`src/rtl/booth_mul_seq_if.sv`:
```
// Start/busy/done handshake and operand/result bus between the control unit
// and the sequential Booth multiplier. C[2*WIDTH-1:WIDTH] is HI, C[WIDTH-1:0] is LO.
interface booth_mul_seq_if #(
  parameter int WIDTH = 32
);
  logic               start;
  logic [WIDTH-1:0]   A;
  logic [WIDTH-1:0]   B;
  logic               busy;
  logic               done;
  logic [2*WIDTH-1:0] C;

  // Control unit side: issues operands and start, watches busy/done/C.
  modport master (
    output start, A, B,
    input  busy, done, C
  );

  // Multiplier side.
  modport slave (
    input  start, A, B,
    output busy, done, C
  );
endinterface

```
`src/rtl/booth_mul_seq.sv`:
```
// Sequential signed multiplier, radix-4 Booth recoding, two multiplier bits
// per clock. WIDTH/2 iterations per product; zero-bubble restart from DONE.
//
// state | meaning
// IDLE  | no operation, waiting for start
// RUN   | one Booth iteration per clock, counter tracks iterations done
// DONE  | product in C, done pulse high; start here restarts immediately
module booth_mul_seq #(
  parameter int WIDTH = 32
) (
  input  logic            clock,
  input  logic            clear,
  booth_mul_seq_if.slave  bus
);

  // Accumulator layout: {upper (WIDTH+2, incl. 2 guard bits), lower WIDTH, q[-1]}
  localparam int UW   = WIDTH + 2;
  localparam int AW   = 2 * WIDTH + 3;
  localparam int HALF = WIDTH / 2;
  localparam int CW   = (HALF > 1) ? $clog2(HALF) : 1;

  typedef enum logic [1:0] {
    IDLE = 2'd0,
    RUN  = 2'd1,
    DONE = 2'd2
  } state_t;

  state_t             state_q;
  logic [UW-1:0]      m_q;
  logic [AW-1:0]      acc_q;
  logic [AW-1:0]      acc_d;
  logic [CW-1:0]      cnt_q;
  logic               busy_q;
  logic               done_q;
  logic [2*WIDTH-1:0] c_q;

  logic [UW-1:0]      upper;
  logic [UW-1:0]      m2;
  logic [UW-1:0]      addend;
  logic [UW-1:0]      sum;
  logic [AW-1:0]      pre_shift;
  logic               last_iter;

  assign m2        = {m_q[UW-2:0], 1'b0};
  assign last_iter = (cnt_q == CW'(HALF - 1));

  // One Booth step: recode the low triplet, add into the upper part
  // (wrapping mod 2^(WIDTH+2)), then arithmetic shift right by two.
  always_comb begin
    upper  = acc_q[AW-1 -: UW];
    addend = '0;
    case (acc_q[2:0])
      3'b001, 3'b010: addend = m_q;
      3'b011:         addend = m2;
      3'b100:         addend = -m2;
      3'b101, 3'b110: addend = -m_q;
      default:        addend = '0;
    endcase
    sum       = upper + addend;
    pre_shift = {sum, acc_q[WIDTH:0]};
    acc_d     = $signed(pre_shift) >>> 2;
  end

  // Control FSM with registered busy/done/C; C is only written on completion.
  always_ff @(posedge clock or negedge clear) begin
    if (!clear) begin
      state_q <= IDLE;
      m_q     <= '0;
      acc_q   <= '0;
      cnt_q   <= '0;
      busy_q  <= 1'b0;
      done_q  <= 1'b0;
      c_q     <= '0;
    end else begin
      case (state_q)
        IDLE, DONE: begin
          done_q <= 1'b0;
          if (bus.start) begin
            m_q     <= {{2{bus.A[WIDTH-1]}}, bus.A};
            acc_q   <= {{UW{1'b0}}, bus.B, 1'b0};
            cnt_q   <= '0;
            busy_q  <= 1'b1;
            state_q <= RUN;
          end else begin
            busy_q  <= 1'b0;
            state_q <= IDLE;
          end
        end
        RUN: begin
          acc_q <= acc_d;
          cnt_q <= cnt_q + CW'(1);
          if (last_iter) begin
            // Guard bits and q[-1] are dropped; what remains is the exact product.
            c_q     <= acc_d[2*WIDTH:1];
            done_q  <= 1'b1;
            busy_q  <= 1'b0;
            state_q <= DONE;
          end
        end
        default: begin
          busy_q  <= 1'b0;
          done_q  <= 1'b0;
          state_q <= IDLE;
        end
      endcase
    end
  end

  assign bus.busy = busy_q;
  assign bus.done = done_q;
  assign bus.C    = c_q;

endmodule

```
`src/flat_wrapper.sv`:
```
// flat-port wrapper written by rule: the top's interface ports become plain ports
module booth_mul_seq_flat 
#(
  parameter int WIDTH = 32
)
  (clock, clear, bus_start, bus_A, bus_B, bus_busy, bus_done, bus_C);
  booth_mul_seq_if #(.WIDTH(WIDTH)) bus_i ();
  input  logic clock;
  input  logic clear;
  input wire logic [$bits(bus_i.start)-1:0] bus_start;
  input wire logic [$bits(bus_i.A)-1:0] bus_A;
  input wire logic [$bits(bus_i.B)-1:0] bus_B;
  output wire logic [$bits(bus_i.busy)-1:0] bus_busy;
  output wire logic [$bits(bus_i.done)-1:0] bus_done;
  output wire logic [$bits(bus_i.C)-1:0] bus_C;
  assign bus_i.start = bus_start;
  assign bus_i.A = bus_A;
  assign bus_i.B = bus_B;
  assign bus_busy = bus_i.busy;
  assign bus_done = bus_i.done;
  assign bus_C = bus_i.C;
  booth_mul_seq #(.WIDTH(WIDTH)) u_core (.clock(clock), .clear(clear), .bus(bus_i));
endmodule
```
`config.mk`:
```
export PLATFORM = sky130hd
export DESIGN_NAME = booth_mul_seq_flat
export DESIGN_NICKNAME = d
export VERILOG_FILES = /design/src/rtl/booth_mul_seq_if.sv /design/src/rtl/booth_mul_seq.sv /design/src/flat_wrapper.sv
export SDC_FILE = /design/constraint.sdc
export NUM_CORES = 1
export LEC_CHECK = 0
export BUFFER_PORTS_ARGS = -buffer_cell sky130_fd_sc_hd__buf_2
export CAP_MARGIN = 0
export CORE_MARGIN = 8
export CORE_UTILIZATION = 30
export CTS_CLUSTER_DIAMETER = 60
export DETAILED_ROUTE_END_ITERATION = 16
export HOLD_SLACK_MARGIN = 0.05
export PLACE_DENSITY = 0.54
export SLEW_MARGIN = 20
export SYNTH_ARGS = -nofsm -noshare
export SYNTH_HDL_FRONTEND = slang
export SYNTH_SLANG_ARGS = --single-unit
```
`constraint.sdc`:
```
create_clock -name clock -period 5.4 [get_ports clock]
set_clock_uncertainty 0.15 [all_clocks]
set_input_delay 0.81 -clock clock [delete_from_list [all_inputs] [get_ports clock]]
set_output_delay 0.81 -clock clock [all_outputs]
set_load 0.01 [all_outputs]
```
==> out/metrics.yaml <==
clk_path_buf_depth: 2
synth_ff_type: "dfrtp_1"
cts_buffers: 17
avgSynthCellArea_sq_um: 8.71
tns_ns: 0
hpwl_mm: 22.4
synthArstFlopShare: 1.00
wl_mm: 31.8
critPathBufInv: 2
status: "complete, no violations"
routedWlPerCell_um: 18.3
syn_inst: 1172
hold_viol_final: 0
worstPathMaxFanout: 6
ant_nets: 0
crit_path_end_kind: "register"
cts-root-buf: "clkbuf_16"
yosysUniqueCellTypes: 74
synth_nets: 1275
worst_path_most_repeated_cell: "xnor2_1"
period_needed_ns: 5.11
synth_edf_count: 0
core-area_sq_um: 33500
via_per_inst: 5.19
grt_pass1_vias: 9001
final_cell_mix: "nand2_1 (294), dfrtp_1 (167), buf_2 (131)"
worstPathCellList: "inv_1 -> ha_2 -> or4b_4 -> and2b_1 -> or4b_2 -> nand2_1 -> xnor2_1 -> a221oi_1 -> a21oi_1 -> ha_1 -> buf_4 -> a21oi_4 -> a21oi_2 -> nor4_2 -> a2bb2oi_2 -> a31o_2 -> a221oi_4 -> nand3_2 -> xnor2_1 -> mux2_2"
fmax_ghz: 0.196
cts_tree: "done"
dr.first_iter.drc_count: 786
ys_warn_count: 0
hold_path_class: "input port to async pin"
drv_slew: 0
rrSetupSlack_ns: 0.29
dieArea_sq_um: 40200
synthToLayoutAreaGrowth_pct: 18.9
crit_path_start_kind: "register"
grt.overflow.total: 0
nets: 1384
port_buffers: 132
arrival_ns: 5.30
first_pass_iters: 5
htreeDepth: 4
rr_startpoint: "u_core.m_q[0]"
die_h_um: 200
fin_area_sq_um: 12100
clk_latency_ns: 0.45
seq_area_sq_um: 4180
post_dp_cell_area_sq_um: 11400
critPathKind: "register to register"
seq_area_frac_synth: 0.410
antenna_found_initial: 0
worst_path_largest_cell_delay_ns: 0.62
drive_gt1_frac: 0.212
worst_pin_slew_ns: 0.923
cts.sinks: 167
synth-seq-cells: 167
grt_pass1_wl_mm: 51.1
nFillCells: 3545
gp_congestion: 0.933
path_delay_family: "simple AND/OR/NAND/NOR gates"
crit_slowest_cell: "or4b_2"
finalSetupViolCount: 0
r2r-end: "u_core.bus.C[63]"
multi_input_area_sq_um: 5720
via_count: 9045
final_common_cell: "nand2_1"
critical_path_required_ns: 5.59
maxSlewHeadroom: 0.385
grt_max_degree: 93
drc_errors: 0
row_count: 67
fin_crit_sh: 0.947
pin_count: 133
initial_utilization: 0.304
grt_usage: 0.156
cap_violations: 0
cts.reportedPaths.clkPinSlew_ns: 0.08
fp.dieW_um: 200
r2r.worst_path.cells: 20
hold_buffers: 0
syn_area_sq_um: 10200
diodes: 0
rsz0062_at_grt: "false"
[synth_stat cells, types with 6 or more instances]
library cell	count	area, sq um
a221oi_1	12	105
nor3_1	16	80.1
nand3_1	16	80.1
a211oi_1	9	67.6
o31ai_1	7	52.6
o22ai_1	6	37.5
ha_1	35	438
a22oi_1	49	368
clkbuf_1	70	263
xnor2_1	49	429
a22o_1	30	263
dfrtp_1	167	4180
nor2b_1	11	68.8
xor2_1	15	131
a21o_1	19	143
nand4_1	7	43.8
o21ai_0	67	335
mux2i_1	9	90.1
nand2_1	294	1100
inv_1	14	52.6
nor2_1	45	169
or3_1	6	37.5
nand2b_1	15	93.8
a21oi_1	63	315
buf_1	9	33.8
a31oi_1	12	75.1
mux2_2	36	405
[final cells by class]
| class | count | share of cell area |
|---|---|---|
| Multi-Input combinational cell | 908 | 0.472 |
| Inverter | 15 | 0.00464 |
| Clock buffer | 17 | 0.0351 |
| Sequential cell | 167 | 0.345 |
| Tap cell | 448 | 0.0462 |
| Clock inverter | 15 | 0.0169 |
| Timing Repair Buffer | 172 | 0.0808 |
[cell families after synthesis]
kind of cell,count (synthesis),share of synthesized area
multiplexers,45,0.0486
AND/OR/NAND/NOR,446,0.194
flip-flops,167,0.410
XOR/XNOR,64,0.0549
adder cells (fa/ha/maj),36,0.0449
AO/OA/AOI/OAI,317,0.211
buffers and inverters,97,0.0373
[routing by layer]
metal	routed length (um)	share of wire	GRT usage
met1	15600	0.49	0.219
met2	14000	0.44	0.232
met3	1790	0.056	0.0403
met4	475	0.015	0.0428
met5	0	0	0
[worst max path at each step]
stage / from / endpoint / slack, ns / depth (start not counted)
after floorplan: u_core.m_q[0] / u_core.bus.C[56] / 0.40 / 20
after global placement: u_core.m_q[0] / u_core.bus.C[63] / 0.26 / 20
after detailed placement: u_core.m_q[0] / u_core.bus.C[63] / 0.16 / 20
after CTS: u_core.m_q[0] / u_core.bus.C[63] / 0.15 / 20
after global routing: u_core.m_q[0] / u_core.bus.C[63] / 0.04 / 20
final: u_core.m_q[0] / u_core.bus.C[63] / 0.29 / 20
[state kept, by name, indices dropped and copies added (netlist names)]
register         count
u_core.m_q          32
u_core.bus.done      1
u_core.state_q       1
u_core.acc_q        65
u_core.bus.C        64
u_core.cnt_q         4
[repair_timing]
item,CTS,global route
gates resized for setup,0,14
setup endpoints to repair,0,7
setup buffers,0,4
[per-stage QoR]
| step | util | std cells | setup WS (ns) | hold slack (ns) |
|---|---|---|---|---|
| detailed placement | 0.340 | 1706 | 0.159 | 0.306 |
| finish | 0.362 | 1742 | 0.288 | 0.233 |
| CTS | 0.359 | 1738 | 0.151 | 0.265 |
| floorplan | - | 1172 | 0.401 | 0.306 |
| global placement | 0.340 | 1706 | 0.257 | 0.299 |
| global route | 0.362 | 1742 | 0.0416 | 0.272 |
Power is left out: the tool's default activity adds up to more than one toggle a clock period on the data nets, which glitch-free logic cannot reach.
